[src/rtl/sync_mode_sequencer.sv]
// Sync-datapath configuration sequencer. It counts lines per field, classifies each field as
// NTSC/PAL and progressive/interlaced, debounces the shift switches, and commits config on field edges.
module sync_mode_sequencer #(
  parameter int LOCK_FIELDS     = 3,
  parameter int DEBOUNCE_CYCLES = 4096,
  parameter int LINE_MIN        = 200,
  parameter int LINE_MAX        = 330,
  parameter int NTSC_LINES_MAX  = 272,
  parameter int TIMEOUT_LINES   = 400
) (
  input  logic       clk12,
  input  logic       rst_n,
  input  logic       hsync_in,
  input  logic       vsync_in,
  input  logic       interlace_in,
  input  logic [4:0] sw_240,
  input  logic [4:0] sw_480,
  output logic [4:0] shift_value,
  output logic       mode_prog,
  output logic       mode_pal,
  output logic       cfg_valid,
  output logic       cfg_update,
  output logic       led
);

  typedef enum logic [1:0] {
    SEARCH  = 2'd0,
    CONFIRM = 2'd1,
    COMMIT  = 2'd2,
    LOCKED  = 2'd3
  } state_t;

  typedef struct packed {
    logic valid;
    logic pal;
    logic prog;
  } cand_t;

  localparam logic [9:0]  LINE_SAT  = 10'd1023;
  localparam logic [9:0]  LMIN      = 10'(LINE_MIN);
  localparam logic [9:0]  LMAX      = 10'(LINE_MAX);
  localparam logic [9:0]  NTSC_MAX  = 10'(NTSC_LINES_MAX);
  localparam logic [9:0]  TMO_LINES = 10'(TIMEOUT_LINES);
  localparam logic [3:0]  LOCK_N    = 4'(LOCK_FIELDS);
  localparam logic [15:0] DEB_LAST  = 16'(DEBOUNCE_CYCLES - 1);
  localparam logic [5:0]  LED_LAST  = 6'd59;

  // Edge detection and line counting
  logic       hs_q;
  logic       vs_q;
  logic       le;
  logic       fe;
  logic [9:0] line_cnt;
  logic [9:0] lines_end;
  cand_t      cand;

  assign le = hs_q & ~hsync_in;
  assign fe = vs_q & ~vsync_in;

  // A line edge coincident with the field edge belongs to the field that is ending.
  assign lines_end = (le && line_cnt != LINE_SAT) ? line_cnt + 10'd1 : line_cnt;

  always_comb begin
    cand       = '0;
    cand.valid = (lines_end >= LMIN) && (lines_end <= LMAX);
    cand.pal   = (lines_end > NTSC_MAX);
    cand.prog  = interlace_in;
  end

  always_ff @(negedge clk12 or negedge rst_n) begin
    if (!rst_n) begin
      hs_q     <= 1'b1;
      vs_q     <= 1'b1;
      line_cnt <= '0;
    end else begin
      hs_q <= hsync_in;
      vs_q <= vsync_in;
      if (fe) begin
        line_cnt <= '0;
      end else if (le && line_cnt != LINE_SAT) begin
        line_cnt <= line_cnt + 10'd1;
      end
    end
  end

  // Switch debounce; index 0 is the 240p bank, index 1 the 480i bank
  logic [4:0]  raw_n    [2];
  logic [4:0]  raw_q    [2];
  logic [15:0] stab_cnt [2];
  logic [4:0]  deb      [2];

  always_comb begin
    raw_n[0] = ~sw_240;
    raw_n[1] = ~sw_480;
  end

  always_ff @(negedge clk12 or negedge rst_n) begin
    if (!rst_n) begin
      for (int b = 0; b < 2; b++) begin
        raw_q[b]    <= '0;
        stab_cnt[b] <= '0;
        deb[b]      <= '0;
      end
    end else begin
      for (int b = 0; b < 2; b++) begin
        raw_q[b] <= raw_n[b];
        if (raw_n[b] != raw_q[b]) begin
          stab_cnt[b] <= '0;
        end else if (stab_cnt[b] != DEB_LAST) begin
          stab_cnt[b] <= stab_cnt[b] + 16'd1;
        end
        if (stab_cnt[b] == DEB_LAST) begin
          deb[b] <= raw_q[b];
        end
      end
    end
  end

  // Mode FSM
  state_t     state;
  state_t     state_n;
  cand_t      stored;
  cand_t      stored_n;
  logic [3:0] match_cnt;
  logic [3:0] match_n;
  logic       timeout;
  logic       do_commit;
  logic       do_reload;
  logic [4:0] sel_bank;

  assign timeout  = (line_cnt >= TMO_LINES);
  assign sel_bank = stored.prog ? deb[0] : deb[1];

  always_comb begin
    state_n   = state;
    stored_n  = stored;
    match_n   = match_cnt;
    do_commit = 1'b0;
    do_reload = 1'b0;
    unique case (state)
      SEARCH: begin
        if (fe && cand.valid) begin
          state_n  = CONFIRM;
          stored_n = cand;
          match_n  = 4'd1;
        end
      end
      CONFIRM: begin
        if (timeout) begin
          state_n = SEARCH;
        end else if (fe) begin
          if (!cand.valid) begin
            state_n = SEARCH;
          end else if (cand != stored) begin
            stored_n = cand;
            match_n  = 4'd1;
          end else begin
            match_n = match_cnt + 4'd1;
            if (match_n == LOCK_N) state_n = COMMIT;
          end
        end
      end
      COMMIT: begin
        do_commit = 1'b1;
        state_n   = LOCKED;
      end
      LOCKED: begin
        if (timeout) begin
          state_n = SEARCH;
        end else if (fe) begin
          if (!cand.valid) begin
            state_n = SEARCH;
          end else if (cand != stored) begin
            state_n  = CONFIRM;
            stored_n = cand;
            match_n  = 4'd1;
          end else if (sel_bank != shift_value) begin
            do_reload = 1'b1;
          end
        end
      end
      default: state_n = SEARCH;
    endcase
  end

  always_ff @(negedge clk12 or negedge rst_n) begin
    if (!rst_n) begin
      state     <= SEARCH;
      stored    <= '0;
      match_cnt <= '0;
    end else begin
      state     <= state_n;
      stored    <= stored_n;
      match_cnt <= match_n;
    end
  end

  // cfg_valid marks the committed outputs as trustworthy; cfg_update pulses once in the
  // cycle a new shift_value/mode first appears. Outputs hold their values outside LOCKED.
  logic [5:0] led_cnt;

  always_ff @(negedge clk12 or negedge rst_n) begin
    if (!rst_n) begin
      shift_value <= '0;
      mode_prog   <= 1'b0;
      mode_pal    <= 1'b0;
      cfg_valid   <= 1'b0;
      cfg_update  <= 1'b0;
      led         <= 1'b0;
      led_cnt     <= '0;
    end else begin
      cfg_update <= do_commit | do_reload;
      cfg_valid  <= (state_n == LOCKED);
      if (do_commit) begin
        mode_prog   <= stored.prog;
        mode_pal    <= stored.pal;
        shift_value <= sel_bank;
      end else if (do_reload) begin
        shift_value <= sel_bank;
      end
      if (state != LOCKED || state_n != LOCKED) begin
        led_cnt <= '0;
        led     <= 1'b0;
      end else if (fe) begin
        if (led_cnt == LED_LAST) begin
          led_cnt <= '0;
          led     <= ~led;
        end else begin
          led_cnt <= led_cnt + 6'd1;
        end
      end
    end
  end

endmodule

[config.mk]
export PLATFORM = sky130hd
export DESIGN_NAME = sync_mode_sequencer
export DESIGN_NICKNAME = d
export VERILOG_FILES = /design/src/rtl/sync_mode_sequencer.sv
export SDC_FILE = /design/constraint.sdc
export NUM_CORES = 1
export LEC_CHECK = 0
export BUFFER_PORTS_ARGS = -buffer_cell sky130_fd_sc_hd__buf_4
export CAP_MARGIN = 20
export CORE_UTILIZATION = 65
export CTS_BUF_LIST = sky130_fd_sc_hd__clkbuf_8 sky130_fd_sc_hd__clkbuf_16
export CTS_CLUSTER_SIZE = 10
export DETAILED_ROUTE_END_ITERATION = 7
export HOLD_SLACK_MARGIN = 0.02
export PLACE_DENSITY = 0.92
export SYNTH_ARGS = -nofsm -noshare
export SYNTH_HDL_FRONTEND = slang
export SYNTH_SLANG_ARGS = --single-unit
export TNS_END_PERCENT = 10
[constraint.sdc]
create_clock -name clk12 -period 8 [get_ports clk12]
set_input_delay 0 -clock clk12 [delete_from_list [all_inputs] [get_ports clk12]]
set_output_delay 0 -clock clk12 [all_outputs]
set_load 0.05 [all_outputs]
Word-level counts from Yosys, hierarchy flattened
Cells that the tools add are included.
{"block": "totals", "register_bits": 89, "elab_cells": 132, "out_inout_bits": 10, "in_bits": 15}
{"block": "op_classes", "n_lt_le_gt_ge": 4, "eq_ne": 29, "bitwise": 8, "reduce_logical": 16, "n_mux": 49, "n_addsub": 5}
{"cell": "$mux W16", "n": 4}
{"cell": "$mux W4", "n": 9}
{"cell": "$add A16 B1 Y16 const B", "n": 2}
{"cell": "$eq A16 B12 Y1 const B", "n": 2}
{"cell": "$ne A16 B12 Y1 const B", "n": 2}
{"cell": "$ne A2 B2 Y1 const B", "n": 11}
{"cell": "$mux W10", "n": 2}
{"cell": "$mux W2", "n": 10}
{"cell": "$mux W6", "n": 3}
{"cell": "$mux W3", "n": 5}
{"cell": "$mux W5", "n": 3}
{"cell": "$ne A5 B5 Y1", "n": 3}
{"cell": "$pmux W4 S3", "n": 1}
{"cell": "$reduce_bool A2 Y1", "n": 6}
{"cell": "$add A10 B1 Y10 const B", "n": 1}
{"cell": "$ge A10 B8 Y1 const B", "n": 1}
{"cell": "$ge A10 B9 Y1 const B", "n": 1}
{"cell": "$gt A10 B9 Y1 const B", "n": 1}
{"cell": "$le A10 B9 Y1 const B", "n": 1}
{"cell": "$mux W1", "n": 10}
{"cell": "$ne A10 B10 Y1 const B", "n": 1}
{"cell": "$not A5 Y5", "n": 2}
{"cell": "$reduce_and A9 Y1", "n": 1}
{"cell": "$pmux W2 S4", "n": 1}
{"cell": "other kinds (19)", "n": 28}

Logic depth before layout (Yosys ltp)
Gate-level depths: netlist (run 1).
{"block": "depth", "depth_word": 16, "ltp_mapped": 11, "ltp_nobuf": 10}

==> results of run 1 <==
==> cells in the final DEF (no fill, tap or decap), types with 14 or more instances in the layout <==
master	n
dfrtn_1	87
xnor2_1	26
mux2i_1	16
xor2_1	26
nor3_1	15
nand3_1	14
inv_1	26
buf_4	25
nand2_1	40
nor2_1	44
==> kinds of logic (layout without fill, tap and decap cells) <==
logic type | after synthesis | in the layout
simple gates | 182 | 182
fa+ha+maj | 7 | 7
xor+xnor | 52 | 52
flops | 89 | 89
buf+inv | 42 | 68
compound gates | 66 | 66
mux | 30 | 30
==> final timing paths <==
| check | endpoint | cells past startpoint | slack (ns) | start |
|---|---|---|---|---|
| max in group asynchronous | mode_pal | 2 | 3.86 | rst_n |
| min | deb[7] | 1 | 0.47 | deb[7] |
| min reg2reg | deb[7] | 1 | 0.47 | deb[7] |
| min in group asynchronous | stab_cnt[9] | 1 | 3.49 | rst_n |
| max reg2reg | stored[1] | 10 | 4.36 | line_cnt[0] |
| max | stored[1] | 10 | 1.34 | hsync_in |
==> area by class of cell <==
cell class                      count  area, sq um
Clock buffer                        9          124
Clock inverter                      9         85.1
Fill cell                         445         1720
Inverter                           24         90.1
Multi-Input combinational cell    337         2320
Sequential cell                    89         2230
Tap cell                           96          120
Timing Repair Buffer               26          215
==> metal layers <==
layer / GRT usage / part of all wire / vias to the layer above
li1: - / - / 1687
met1: 0.356 / 0.40 / 1843
met2: 0.509 / 0.51 / 146
met3: 0.0512 / 0.049 / 40
met4: 0.161 / 0.034 / 0
met5: 0 / 0 / -
==> where the power goes <==
group,switching [uW],internal (uW)
clock network,174,148
registers,24.0,472
logic,97.1,49.2
total,295,669
==> synth_stat cells (2+ instances only) <==
cell type	instances
and4_1	3
nand4_1	12
o311ai_0	2
xor2_1	26
mux2_2	12
inv_1	25
o2111ai_1	2
a31o_2	2
nor4_1	6
nand2b_1	6
nand2_1	40
dfstp_2	2
buf_4	3
o31ai_1	5
dfrtn_1	87
nand3b_1	2
a2111oi_0	2
nor3b_1	4
nor3_1	15
or3_1	6
a21o_1	4
o21ai_0	12
and4b_1	3
and3_1	11
nand3_1	14
mux2_1	2
nor2_1	44
ha_1	7
a31oi_1	3
and2_1	2
a21oi_1	13
a311oi_1	2
buf_2	4
a21oi_2	2
or2_2	2
mux2i_1	16
nor2b_1	4
clkbuf_1	9
a22o_1	2
xnor2_1	26
==> registers in the layout, summed over array words and instances, names as in the netlist, 2 cells and up <==
signal,cells
shift_value,5
match_cnt,4
stored,3
state,2
line_cnt,10
deb,10
led_cnt,6
raw_q,10
stab_cnt,32
==> through the flow <==
| stage | hold slack (ns) | area [sq um] | total power [uW] |
|---|---|---|---|
| finish | 0.469 | 5180 | 964 |
| global route | 0.489 | 5180 | 996 |
| CTS | 0.473 | 5160 | 965 |
| detailed placement | 0.473 | 4950 | 647 |
| global placement | 0.449 | 4950 | 638 |
| floorplan | 0.439 | 4730 | 592 |
==> critical path, cell delays in order <==
cell	delay (ns)
buf_4	0.13
nor2b_1	0.42
o2111ai_2	0.22
or3_4	0.39
a21oi_2	0.13
or4b_4	0.48
a21oi_4	0.21
xnor2_1	0.15
o311ai_4	0.34
mux2_1	0.36
==> flow_metrics.tcl, run 1 <==
set metrics [dict create \
    htreeDepth 3 \
    post_cts_buffers 0 \
    worst_pin_slew_ns 0.779 \
    antenna_found_initial 0 \
    required_ns 4.18 \
    fin_worst_skew_ns 0.0593 \
    cts_tree "done" \
    status "finished clean" \
    die_area_sq_um 7620 \
    synth.avg_cell_area_sq_um 10.1 \
    clk_latency_ns 0.40 \
    synthCells 468 \
    ys_seq_area_frac 0.471 \
    yosys.area.top_type "dfrtn_1" \
    rsz0062_at_grt "false" \
    crit_arrival_ns 2.84 \
    dp_hpwl_mm 7.12 \
    vias_per_cell 6.30 \
    endpoint_kind "flop" \
    root_buffer "clkbuf_8" \
    synth_seq_cells 89 \
    routed_wl_mm 10.6 \
    max-vdd-ir-drop_v 0.000236 \
    num_vias 3716 \
    cts_buffer_depth 2 \
    final_cells 590 \
    yosys.area_share.simple 0.204 \
    ios 25 \
    setup_slack_ns 1.34 \
    synth_fa_ha_area_frac 0.0185 \
    finalHoldViolCount 0 \
    finalMaxSlewViolations 0 \
    dp_slack_ns 1.01 \
    p_leak_uw 0.00225 \
    yosys_warnings 0 \
    synthFlopType "dfrtn_1" \
    dp.cells 572 \
    numCtsBuffers 9 \
    nets 511 \
    slew_headroom 0.467 \
    syn-cell-area_sq_um 4730 \
    setup_violations 0 \
    drtAntennaViolNets 0 \
    io_buffers 24 \
    synth_top_family_by_area "simple AND/OR/NAND/NOR gates" \
    netlist.area_leader.share 0.460 \
    synthArstFlopShare 1.00 \
    synth.mux.area_fraction 0.0672 \
    coreArea_sq_um 6910 \
    startpoint_type "primary input" \
    ctsResizeCount 0 \
    grt.total_usage 0.297 \
    final_layout_size_suffix_gt1_frac 0.144 \
    die_h_um 87.3 \
    grt_start_max_net_pins 90 \
    drtIter0Drc 249 \
    synth_edf_count 0 \
    postCtsHoldBufs 0 \
    powerDensity_nw_per_um2 186 \
    synth.area.top_cells "dfrtn_1 (46%), xnor2_1 (4.8%), xor2_1 (4.8%)" \
    synth_compound_area_frac 0.105 \
    rows 30 \
    syn_nets 490 \
    synth_xor_area_frac 0.0963 \
    grt_pass1_wl_mm 17.2 \
    clock_sinks 89 \
    path_class "primary input to flop" \
    ys_types 64 \
    drtPass1Iterations 4 \
    worstHoldPathType "flop to flop" \
    tns_ns 0 \
    antenna_cells 0 \
    path_max_fanout 8 \
    grt_pass1_vias 3730 \
    start_util 0.685 \
    maxCapViolCount 0 \
    gp_congestion 0.892 \
    final_core_util 0.751 \
    wl_per_cell_um 18.0 \
    die_w_um 87.3 \
    synthToLayoutAreaGrowth_pct 9.57 \
    clk_pin_slew_ns 0.06 \
    drc 0 \
    grt_remaining_overflow 0 \
]
No activity file was read; power rests on OpenSTA's default activity.
==> run 2, diff against run 1 <==
--- a/config.mk
+++ b/config.mk
@@ -7,12 +7,12 @@
 export LEC_CHECK = 0
 export BUFFER_PORTS_ARGS = -buffer_cell sky130_fd_sc_hd__buf_4
 export CAP_MARGIN = 20
-export CORE_UTILIZATION = 65
+export CORE_UTILIZATION = 55
 export CTS_BUF_LIST = sky130_fd_sc_hd__clkbuf_8 sky130_fd_sc_hd__clkbuf_16
 export CTS_CLUSTER_SIZE = 10
 export DETAILED_ROUTE_END_ITERATION = 7
 export HOLD_SLACK_MARGIN = 0.02
-export PLACE_DENSITY = 0.92
+export PLACE_DENSITY = 0.84
 export SYNTH_ARGS = -nofsm -noshare
 export SYNTH_HDL_FRONTEND = slang
 export SYNTH_SLANG_ARGS = --single-unit
==> constraint.sdc (replaced) <==
create_clock -name clk12 -period 5.6 [get_ports clk12]
set_input_delay 0 -clock clk12 [delete_from_list [all_inputs] [get_ports clk12]]
set_output_delay 0 -clock clk12 [all_outputs]
set_load 0.05 [all_outputs]
==> run 2 against run 1 <==
  * Design area up 0.39%
  * Via count fell by 6.3%
  * Largest power group unchanged
  * Highest routed layer unchanged
  * Sequential share of layout area shrank 0.17 points
  * Total power rose by 40%
  * Die area up 18%
  * Critical path depth increased by 1
  * First-iteration DRC count decreased by 17%
  * Final cell count up 2.4%
  * Register-to-register slack worse by 2.4 ns
==> flow_metrics.tcl, run 2 (synthesis results as in run 1) <==
set metrics [dict create \
    min_path_cells 1 \
    die_w_um 94.7 \
    nets 516 \
    switching_share 0.296 \
    rrSetupSlack_ns 1.99 \
    regArea_sq_um 2230 \
    crit_path_max_incr_delay_ns 0.53 \
    coreArea_sq_um 8260 \
    rows 33 \
    die_area_sq_um 8980 \
    seq_power_share 0.519 \
    dp_hpwl_mm 6.57 \
    die_h_um 94.7 \
    num_vias 3482 \
    start_util 0.573 \
    p_leak_uw 0.00227 \
    wl_per_cell_um 15.1 \
    rsz0062_at_grt "false" \
    antenna_cells 0 \
    clk_pin_slew_ns 0.06 \
    placed_area_sq_um 5010 \
    drtPass1Iterations 4 \
    fillCellCount 676 \
    grt_remaining_overflow 0 \
    fin_worst_skew_ns 0.0596 \
    routed_wl_mm 9.14 \
    worst_pin_slew_ns 0.688 \
    gp_congestion 0.866 \
    largest_register_ff_count 32 \
    htreeDepth 3 \
    reg2regPathDepth 11 \
    crit_buf_inv 2 \
    cp_cell_sequence "buf_4 -> nand4b_1 -> nor4_1 -> nand3_1 -> a21o_1 -> or4b_4 -> a21oi_4 -> buf_4 -> and2_1 -> o311ai_1 -> a22o_1" \
    numCtsBuffers 9 \
    p_switching_uw 401 \
    max-vdd-ir-drop_v 0.000240 \
    drtIter0Drc 206 \
    cp_common_cell "buf_4" \
    vias_per_cell 5.76 \
    finalMaxSlewViolations 0 \
    cts_tree "done" \
    path_max_fanout 6 \
    slowest_stage "or4b_4" \
    grt_pass1_vias 3424 \
    min_to "deb[8]" \
    multi_input_area_sq_um 2320 \
    postCtsHoldBufs 0 \
    regMostFlops "stab_cnt" \
    root_buffer "clkbuf_8" \
    path_class "primary input to flop" \
    power.internal_uw 953 \
    synthToLayoutAreaGrowth_pct 10.0 \
    ctsResizeCount 0 \
    antenna_found_initial 0 \
    drtAntennaViolNets 0 \
    crit_arrival_ns 2.62 \
    final_cell_mix "dfrtn_1 (87), nor2_1 (44), nand2_1 (40), buf_4 (31)" \
    final_common_cell "dfrtn_1" \
    maxCapViolCount 0 \
    final_cell_area_sq_um 5200 \
    grt.total_usage 0.229 \
    post_cts_buffers 0 \
    io_buffers 24 \
    critPathTopFamily "simple AND/OR/NAND/NOR gates" \
    worstHoldPathType "flop to flop" \
    cts_buffer_depth 2 \
    tns_ns 0 \
    ios 25 \
    grt_pass1_wl_mm 15.8 \
    finalHoldViolCount 0 \
    setup_violations 0 \
    startpoint_type "primary input" \
    p_clk_frac 0.329 \
    regToRegEndpoint "match_cnt[3]" \
    clk_latency_ns 0.39 \
    min_from "deb[8]" \
    status "finished clean" \
    reg2reg_from "line_cnt[1]" \
    required_ns 2.99 \
    grt_start_max_net_pins 41 \
    powerDensity_nw_per_um2 260 \
    power_frac_comb 0.152 \
    endpoint_kind "flop" \
    clock_sinks 89 \
    drc 0 \
    final_layout_size_suffix_gt1_frac 0.150 \
    slew_headroom 0.529 \
]
run 2: cell type report:
cell class	instances	share of cell area
Inverter	24	0.0173
Sequential cell	89	0.428
Clock buffer	9	0.0238
Multi-Input combinational cell	337	0.446
Timing Repair Buffer	31	0.0447
Tap cell	105	0.0252
Clock inverter	9	0.0147
run 2: power groups by stage:
stage	registers [uW]	logic [uW]	clock network, uW
final	703	205	445
after global routing	707	222	484
after CTS	702	207	456
after detailed placement	713	206	3.35
after global placement	712	201	3.35
after floorplan	762	80.2	3.35
run 2: metrics by stage:
step                      utilization  worst slack, ns  std cells  hold slack, ns  total power (uW)
after floorplan                     -            0.337        468           0.439               846
after global placement          0.606           0.0956        587           0.453               916
after detailed placement        0.606           0.0476        587           0.471               922
after CTS                       0.630            0.412        604           0.471              1370
after global routing            0.630           0.0976        604           0.489              1410
final                           0.630            0.366        604           0.465              1350
run 2: worst register-to-register path, stage by stage (launching register included):
cell,delay (ns)
dfrtn_1,0.51
ha_1,0.38
nand4_1,0.26
a2111oi_0,0.72
xor2_1,0.15
a21oi_1,0.23
o22ai_1,0.15
a21oi_4,0.19
buf_4,0.14
and2_1,0.19
o311ai_1,0.23
a22o_1,0.30
run 2: metal layers:
metal	GRT usage	wire [um]
met1	0.293	4100
met2	0.377	4550
met3	0.0507	355
met4	0.0909	139
met5	0	0
run 2: worst max-delay path by stage:
stage          startpoint           end  slack [ns]  cells past startpoint
5_1_grt          hsync_in  match_cnt[0]         0.1                     11
4_1_cts          hsync_in  match_cnt[3]        0.41                     11
3_5_place_dp     hsync_in  match_cnt[3]        0.05                     11
2_1_floorplan    hsync_in     stored[0]        0.34                      9
6_report         hsync_in  match_cnt[3]        0.37                     11
3_3_place_gp     hsync_in     stored[0]         0.1                     10
